==> config.mk <==
export PLATFORM = sky130hd
export DESIGN_NAME = bcd_lap_timer
export DESIGN_NICKNAME = d
export VERILOG_FILES = /design/src/rtl/bcd_lap_timer.sv
export SDC_FILE = /design/constraint.sdc
export NUM_CORES = 1
export LEC_CHECK = 0
export CORE_MARGIN = 2
export CORE_UTILIZATION = 35
export CTS_CLUSTER_SIZE = 16
export DETAILED_ROUTE_END_ITERATION = 10
export SLEW_MARGIN = 20
export SYNTH_ARGS = -nofsm -noshare
export SYNTH_HDL_FRONTEND = slang
export SYNTH_SLANG_ARGS = --single-unit
==> constraint.sdc <==
create_clock -name clk_i -period 2.9 [get_ports clk_i]
set_input_delay 0.58 -clock clk_i [delete_from_list [all_inputs] [get_ports clk_i]]
set_output_delay 0.58 -clock clk_i [all_outputs]
set_load 0.005 [all_outputs]
==> src/rtl/bcd_lap_timer.sv <==
// bcd_lap_timer: BCD up/down time counter in M..M:SS.F..F format.
// Counts on an external tick strobe, with an expiry state and preset loading.
// Optional lap capture is enabled by defining BCD_LAP_TIMER_LAP_CAPTURE_EN;
// without it lap_time_o/lap_valid_o are tied low and lap_i is unused.
// Nibble 0 is the least significant fractional digit; nibble FRAC_DIGITS is
// seconds-units, FRAC_DIGITS+1 is seconds-tens, and minutes follow upward.
module bcd_lap_timer #(
  parameter int unsigned MIN_DIGITS  = 1,
  parameter int unsigned FRAC_DIGITS = 1
) (
  input  logic                                          clk_i,
  input  logic                                          rst_ni,
  input  logic                                          tick_i,
  input  logic                                          start_i,
  input  logic                                          clear_i,
  input  logic                                          load_i,
  input  logic [4*(MIN_DIGITS+2+FRAC_DIGITS)-1:0]       load_val_i,
  input  logic                                          mode_down_i,
  input  logic                                          lap_i,
  output logic [4*(MIN_DIGITS+2+FRAC_DIGITS)-1:0]       time_o,
  output logic                                          running_o,
  output logic                                          expired_o,
  output logic [4*(MIN_DIGITS+2+FRAC_DIGITS)-1:0]       lap_time_o,
  output logic                                          lap_valid_o
);

  localparam int unsigned ND = MIN_DIGITS + 2 + FRAC_DIGITS;
  localparam int unsigned W  = 4 * ND;

  typedef enum logic [1:0] {
    S_IDLE,
    S_RUN,
    S_PAUSE,
    S_DONE
  } state_e;

  state_e         state_q, state_d;
  logic [W-1:0]   time_q,  time_d;
  logic           dir_q,   dir_d;     // 1 = counting down

  logic [W-1:0]   inc_val;
  logic [W-1:0]   dec_val;
  logic [W-1:0]   term_val;
  logic [W-1:0]   sat_val;
  logic           at_zero;
  logic           at_term;
  logic           load_acts;
  logic           count_done;

  // Largest legal value of digit position idx: seconds-tens stops at 5.
  function automatic logic [3:0] digit_max(input int unsigned idx);
    return (idx == FRAC_DIGITS + 1) ? 4'd5 : 4'd9;
  endfunction

  // Per-digit BCD arithmetic: increment with carry, decrement with borrow,
  // terminal (all-max) value and saturated preset.
  always_comb begin
    logic       carry;
    logic       borrow;
    logic [3:0] d;
    inc_val  = '0;
    dec_val  = '0;
    term_val = '0;
    sat_val  = '0;
    carry    = 1'b1;
    borrow   = 1'b1;
    d        = '0;
    for (int unsigned i = 0; i < ND; i++) begin
      d = time_q[4*i +: 4];
      if (carry) begin
        if (d >= digit_max(i)) begin
          inc_val[4*i +: 4] = 4'd0;
        end else begin
          inc_val[4*i +: 4] = d + 4'd1;
          carry             = 1'b0;
        end
      end else begin
        inc_val[4*i +: 4] = d;
      end

      if (borrow) begin
        if (d == 4'd0) begin
          dec_val[4*i +: 4] = digit_max(i);
        end else begin
          dec_val[4*i +: 4] = d - 4'd1;
          borrow            = 1'b0;
        end
      end else begin
        dec_val[4*i +: 4] = d;
      end

      term_val[4*i +: 4] = digit_max(i);

      d = load_val_i[4*i +: 4];
      sat_val[4*i +: 4] = (d > digit_max(i)) ? digit_max(i) : d;
    end
  end

  assign at_zero   = (time_q == '0);
  assign at_term   = (time_q == term_val);
  assign load_acts = load_i && (state_q != S_RUN);

  // Next-state and time update; clear > load > start, tick counts only in RUN.
  always_comb begin
    state_d    = state_q;
    time_d     = time_q;
    dir_d      = dir_q;
    count_done = 1'b0;

    if (clear_i) begin
      state_d = S_IDLE;
      time_d  = '0;
    end else if (load_acts) begin
      time_d  = sat_val;
      state_d = (sat_val == '0) ? S_IDLE : S_PAUSE;
    end else begin
      // A tick at the terminal value only expires; it never wraps.
      if ((state_q == S_RUN) && tick_i) begin
        if (dir_q) begin
          if (at_zero) begin
            count_done = 1'b1;
          end else begin
            time_d     = dec_val;
            count_done = (dec_val == '0);
          end
        end else begin
          if (at_term) begin
            count_done = 1'b1;
          end else begin
            time_d     = inc_val;
            count_done = (inc_val == term_val);
          end
        end
      end

      if (start_i) begin
        unique case (state_q)
          S_IDLE, S_PAUSE: begin
            state_d = S_RUN;
            dir_d   = mode_down_i;
          end
          S_RUN: begin
            state_d = count_done ? S_DONE : S_PAUSE;
          end
          S_DONE: begin
            dir_d   = mode_down_i;
            state_d = (mode_down_i ? at_zero : at_term) ? S_DONE : S_RUN;
          end
          default: state_d = S_IDLE;
        endcase
      end else if (count_done) begin
        state_d = S_DONE;
      end
    end
  end

  // State, time and direction registers.
  always_ff @(posedge clk_i or negedge rst_ni) begin
    if (!rst_ni) begin
      state_q <= S_IDLE;
      time_q  <= '0;
      dir_q   <= 1'b0;
    end else begin
      state_q <= state_d;
      time_q  <= time_d;
      dir_q   <= dir_d;
    end
  end

  assign time_o    = time_q;
  assign running_o = (state_q == S_RUN);
  assign expired_o = (state_q == S_DONE);

`ifdef BCD_LAP_TIMER_LAP_CAPTURE_EN
  logic [W-1:0] lap_time_q, lap_time_d;
  logic         lap_valid_q, lap_valid_d;

  // Lap is lowest priority and snapshots the pre-tick time in RUN or PAUSE.
  always_comb begin
    lap_time_d  = lap_time_q;
    lap_valid_d = lap_valid_q;
    if (clear_i) begin
      lap_time_d  = '0;
      lap_valid_d = 1'b0;
    end else if (!load_acts && !start_i && lap_i &&
                 ((state_q == S_RUN) || (state_q == S_PAUSE))) begin
      lap_time_d  = time_q;
      lap_valid_d = 1'b1;
    end
  end

  // Lap capture registers.
  always_ff @(posedge clk_i or negedge rst_ni) begin
    if (!rst_ni) begin
      lap_time_q  <= '0;
      lap_valid_q <= 1'b0;
    end else begin
      lap_time_q  <= lap_time_d;
      lap_valid_q <= lap_valid_d;
    end
  end

  assign lap_time_o  = lap_time_q;
  assign lap_valid_o = lap_valid_q;
`else
  logic unused_lap;
  assign unused_lap  = lap_i;
  assign lap_time_o  = '0;
  assign lap_valid_o = 1'b0;
`endif

endmodule
# [Word-level counts from Yosys, hierarchy flattened]
# Index checks and enable logic that the tools add are counted.
[totals] regBits=19 inputBits=24
[op_classes] n_reduce_logical=16 n_lt_le_gt_ge=8 n_eq_ne=8 addsub=8 muxes=49 n_bitwise=2
[ops] op="$mux W16" count=6
[ops] op="$mux W4" count=18
[ops] op="$logic_not A16 Y1" count=3
[ops] op="$eq A16 B16 Y1 const B" count=2
[ops] op="$mux W1" count=18
[ops] op="$add A4 B1 Y4 const B" count=4
[ops] op="$logic_not A4 Y1" count=4
[ops] op="$sub A4 B1 Y4 const B" count=4
[ops] op="$ge A4 B4 Y1 const B" count=3
[ops] op="$gt A4 B4 Y1 const B" count=3
[ops] op="$mux W2" count=6
[ops] op="$ne A4 B3 Y1 const B" count=2
[ops] op="$pmux W2 S3" count=1
[ops] op="$eq A2 B2 Y1 const B" count=2
[ops] op="$ge A4 B3 Y1 const B" count=1
[ops] op="$gt A4 B3 Y1 const B" count=1
[ops] op="$reduce_and A4 Y1" count=1
[ops] op="$reduce_bool A4 Y1" count=1
[ops] op="$reduce_and A3 Y1" count=1
[ops] op="$reduce_bool A3 Y1" count=1
[ops] op="$reduce_or A3 Y1" count=1
[ops] op="$eq A2 B1 Y1 const B" count=1
[ops] op="$logic_and A1 B1 Y1" count=2
[ops] op="$logic_not A2 Y1" count=1
[ops] op="other kinds (3)" count=4

# [Depth between registers and ports, before layout]
[logic_depth] depth_word=16 depth_mapped=10 depth_no_buf=8

# [Least setup slack after synthesis]
# Ideal clock, no wire load.
[synth_timing] kind="reg2reg" start="reg time_q[4] (netlist: time_o[4])" end="reg time_q[14] (netlist: time_o[14])" arrival_ps=2415 path_stages_with_launch=10 required_time_ps=2801 setup_slack_ps=386 cell_sequence="dfrtp_1 clkbuf_1 inv_1 ha_1 or3b_2 nor3_4 a31o_4 nor2_1 a211o_1 a311oi_1"
[synth_via] elab_chain_cells=10 elab_cells_between_ends=21
[synth_rtl] item="start, declared" line="38" text="logic [W-1:0] time_q, time_d;"
[synth_rtl] item="start signal, assigned" line="165" text="time_q <= time_d;"
[synth_rtl] item="$ge A4 B4 Y1 / $logic_not A4 Y1 (equally long branches)" line="71, 82"
[synth_rtl] item="$mux W1, on equally long branches" line="71, 82"
[synth_rtl] item="$mux W1, on equally long branches (2 in a row)" line="70, 81"
[synth_rtl] item="$mux W4, on equally long branches" line="70, 81"
[synth_rtl] item="$mux W16, on equally long branches" line="127, 120"
[synth_rtl] item="$mux W16" line="119" text="if (dir_q) begin"
[synth_rtl] item="$mux W16" line="118" text="if ((state_q == S_RUN) && tick_i) begin"
[synth_rtl] item="$mux W16" line="113" text="end else if (load_acts) begin"
[synth_rtl] item="$mux W16" line="110" text="if (clear_i) begin"
# Parallel ways exist; a longest one is shown, timed or not. The select of a mux whose other input is x is not followed.
# A chain may end at the register's enable or synchronous reset.

# [Worst setup path in the final report]
[layout_timing] start="reg time_q[4] (netlist: time_o[4])" end="reg time_q[0] (netlist: time_o[0])"
[layout_via] elab_chain_cells=3 elab_cells_between_ends=5
[layout_rtl] item="$eq A16 B16 Y1 / $logic_not A16 Y1 (equally long branches)" line="100, 99"
[layout_rtl] item="$ne A4 B3 Y1 (no source line)"
[layout_rtl] item="$reduce_and A3 Y1 (no source line) (*)"
# Mark *: on every way between the ends. The rest lies on a longest branch, timed or not.

==> results by group <==
Status
  – Outcome: finished clean

Routing
  – DRT Pass-1 Iters: 5
  – Initial DRC count: 267
  – Vias per cell: 5.892
  – Final ANT Viol Nets: 0
  – DR WL/cell: 17.54 microns
  – Routed WL: 8.261 mm
  – Residual DRC: 0
  – Via count: 2775

Floorplan
  – Die Area: 7733 sq um
  – FP Rows: 30
  – Ports: 59
  – Die Y: 87.94 microns
  – Core area: 6794 sq um
  – Chip Width: 87.94 microns
  – Initial Utilization: 36.30%

CTS
  – CTS tree: yes
  – Post-CTS Resized: 0
  – CTS buffer count: 3
  – Post-CTS setup buffers: 0
  – Cts hold-fix bufs: 0
  – CTS HTree Levels: 1
  – Sink Count: 19
  – Clk_lat worst skew: 0.27 ns
  – Clk root buf: clkbuf_8
  – Deepest clock path buffer count: 2
  – Clock transition at the registers of the reported paths: 0.08 ns

Synth
  – EDFF count, synth: 0
  – Mapped Cells: 329
  – Cell taking the most area after synthesis: dfrtp_1
  – Sequential fraction of the synthesis area: 19.28%
  – Ys flop type: dfrtp_1
  – Mapped cell area: 2466 sq um
  – Yosys cell types: 66
  – Synth async-reset ratio: 100.0%
  – Share of the synthesized area in the top cell type: 19.28%
  – Mean area per synthesized cell: 7.496 sq um
  – Synth warn: 0
  – Cells taking the most area after synthesis: dfrtp_1 19%, ha_1 7.6%, buf_4 5.5%
  – Yosys reg bits: 19

Setup path
  – Crit Path Category: flop to flop
  – R2R cell count: 10
  – WP data required: 3.04 ns
  – Worst Setup End Kind: flop
  – CP startpoint: time_o[4]$_DFFE_PN0P_
  – R2r endpoint: time_o[0]$_DFFE_PN0P_
  – Startpoint type of the worst setup path: flop
  – Worst Setup EP: time_o[0]$_DFFE_PN0P_
  – R2R setup slack: 0.29 ns
  – CP arrival: 2.75 ns
  – Crit-path max FO: 13
  – R2R Path Start: time_o[4]$_DFFE_PN0P_

STA
  – Worst-Margin Slew: 0.5808 ns
  – Skew final: 0.003761 ns
  – Setup-failing EPs final: 0
  – Final slew viol count: 0
  – Final period utilization: 89.91%
  – Post-layout minimum cycle time: 2.607 ns
  – RSZ-0062 raised after global routing: false
  – F_max: 0.3835 GHz
  – Fin. Hold Viols: 0
  – Sum of negative setup slack: 0 ns
  – Slew margin rel.: 61.19%

Placed design
  – RD Place Congestion: 0.9186
  – Post-DP Area: 3000 sq um
  – DPL Wire Length: 6.398 mm
  – Port bufs: 40

Global route
  – Global-route wire length before repair: 13.33 mm
  – Remaining global-route overflow: 0
  – Antenna violations before repair: 0
  – Vias in the first global route: 2567
  – Total track usage: 22.03%
  – Largest net degree at the start of global routing: 21

Final layout
  – Proportion of layout cells with a drive suffix above 1: 10.67%
  – Ant. Diodes: 0
  – Most common cell after layout, fill and taps aside: clkdlybuf4s50_1
  – Area grow syn2layout: 23.49%
  – Most frequent cells in the layout: 40 x clkdlybuf4s50_1, 29 x nand2_1, 26 x nor2_1, 25 x buf_4, 23 x o21ai_0
  – Final Instance Area: 3045 sq um
  – Nets@finish: 415
  – Fill cell count: 721

Run
  – Max cap viols: 0

Hold path
  – Class of the worst hold path: input pin to asynchronous set/reset pin

Power and ir drop
  – P_leak: 1.199 nW
  – Cell Pwr Density: 345.3 nW/um^2
  – Worst vdd ir: 0.1777 mV
per-stage QoR:
step | hold slack [ns] | total power [mW] | utilization, % | setup WS, ns | std cells
finish | 0.6514 | 1.052 | 44.82 | 0.2925 | 471
global route | 0.6912 | 1.122 | 44.82 | 0.08849 | 471
CTS | 0.6722 | 1.045 | 44.82 | 0.3229 | 471
detailed placement | 0.6523 | 0.8433 | 44.16 | 0.3466 | 467
global placement | 0.6693 | 0.8453 | 44.16 | 0.3242 | 467
floorplan | 0.2844 | 0.6524 | - | 0.3856 | 345
area by class of cell:
cell class / count / area [sq um] / share of cell area [%]
multi-input combinational: 269 / 1749 / 57.44
timing repair buffer: 65 / 588.1 / 19.31
sequential: 19 / 475.5 / 15.61
clock buffer: 4 / 45.04 / 1.479
tap: 96 / 120.1 / 3.944
inverter: 18 / 67.56 / 2.219
power breakdown:
group | internal (mW) | switching [mW] | leakage [nW] | total (mW)
clock | 0.0982 | 0.106 | 0.0228 | 0.204
combinational | 0.228 | 0.291 | 0.926 | 0.519
sequential | 0.285 | 0.0436 | 0.250 | 0.329
total | 0.611 | 0.441 | 1.20 | 1.05
cell families after synthesis:
| kind of cell | synth area share [%] |
|---|---|
| adder cells (fa/ha/maj) | 7.610 |
| AO/OA/AOI/OAI | 29.48 |
| flip-flops | 19.28 |
| multiplexers | 2.182 |
| AND/OR/NAND/NOR | 28.01 |
| buffers and inverters | 12.23 |
| XOR/XNOR | 1.066 |
| other | 0.1521 |
worst max-delay path, cell delays in order (launching register included):
cell and delay (ns):
dfrtp_1 0.40, inv_1 0.11, ha_1 0.27, nor3b_1 0.16, buf_4 0.17, a41oi_1 0.36
o21bai_1 0.17, buf_4 0.21, a21o_1 0.16, a221oi_1 0.40, nor3_1 0.09
sequential cells by signal, summed over array words and instances, names as in the netlist:
| name | cells |
|---|---|
| time_o | 16 |
| dir_q | 1 |
| state_q | 2 |
per-layer routing:
metal  vias to the layer above  GRT usage (%)  part of all wire, %
li1                       1305              -                    -
met1                      1315          30.31                   43
met2                       137          35.88                   47
met3                        18          2.733                  7.5
met4                         0          7.133                  2.8
met5                         -              0                    0
synthesized netlist by cell type (all sizes together), types with 3 or more instances:
cell	instances
a211oi	5
a21o	3
a21oi	18
a221oi	5
a31oi	6
a41oi	3
and4	3
buf	27
clkbuf	12
dfrtp	19
ha	15
inv	18
nand2	29
nand2b	4
nand3	14
nand4	7
nor2	27
nor3	11
nor3b	6
nor4	7
o211a	3
o211ai	10
o21ai	23
o311ai	3
o32ai	4
or3b	5
xnor2	3
how the worst min path moves through the flow:
stage / from / end / slack [ns] / depth (start not counted)
2_1_floorplan: rst_ni / dir_q$_DFFE_PN0P_ / 0.28 / 0
3_3_place_gp: state_q[1]$_DFFE_PN0P_ / state_q[1]$_DFFE_PN0P_ / 0.67 / 4
3_5_place_dp: state_q[1]$_DFFE_PN0P_ / state_q[1]$_DFFE_PN0P_ / 0.65 / 4
4_1_cts: rst_ni / time_o[12]$_DFFE_PN0P_ / 0.67 / 2
5_1_grt: rst_ni / time_o[12]$_DFFE_PN0P_ / 0.69 / 2
6_report: rst_ni / time_o[12]$_DFFE_PN0P_ / 0.65 / 2
(Power assumes the default switching activity.)
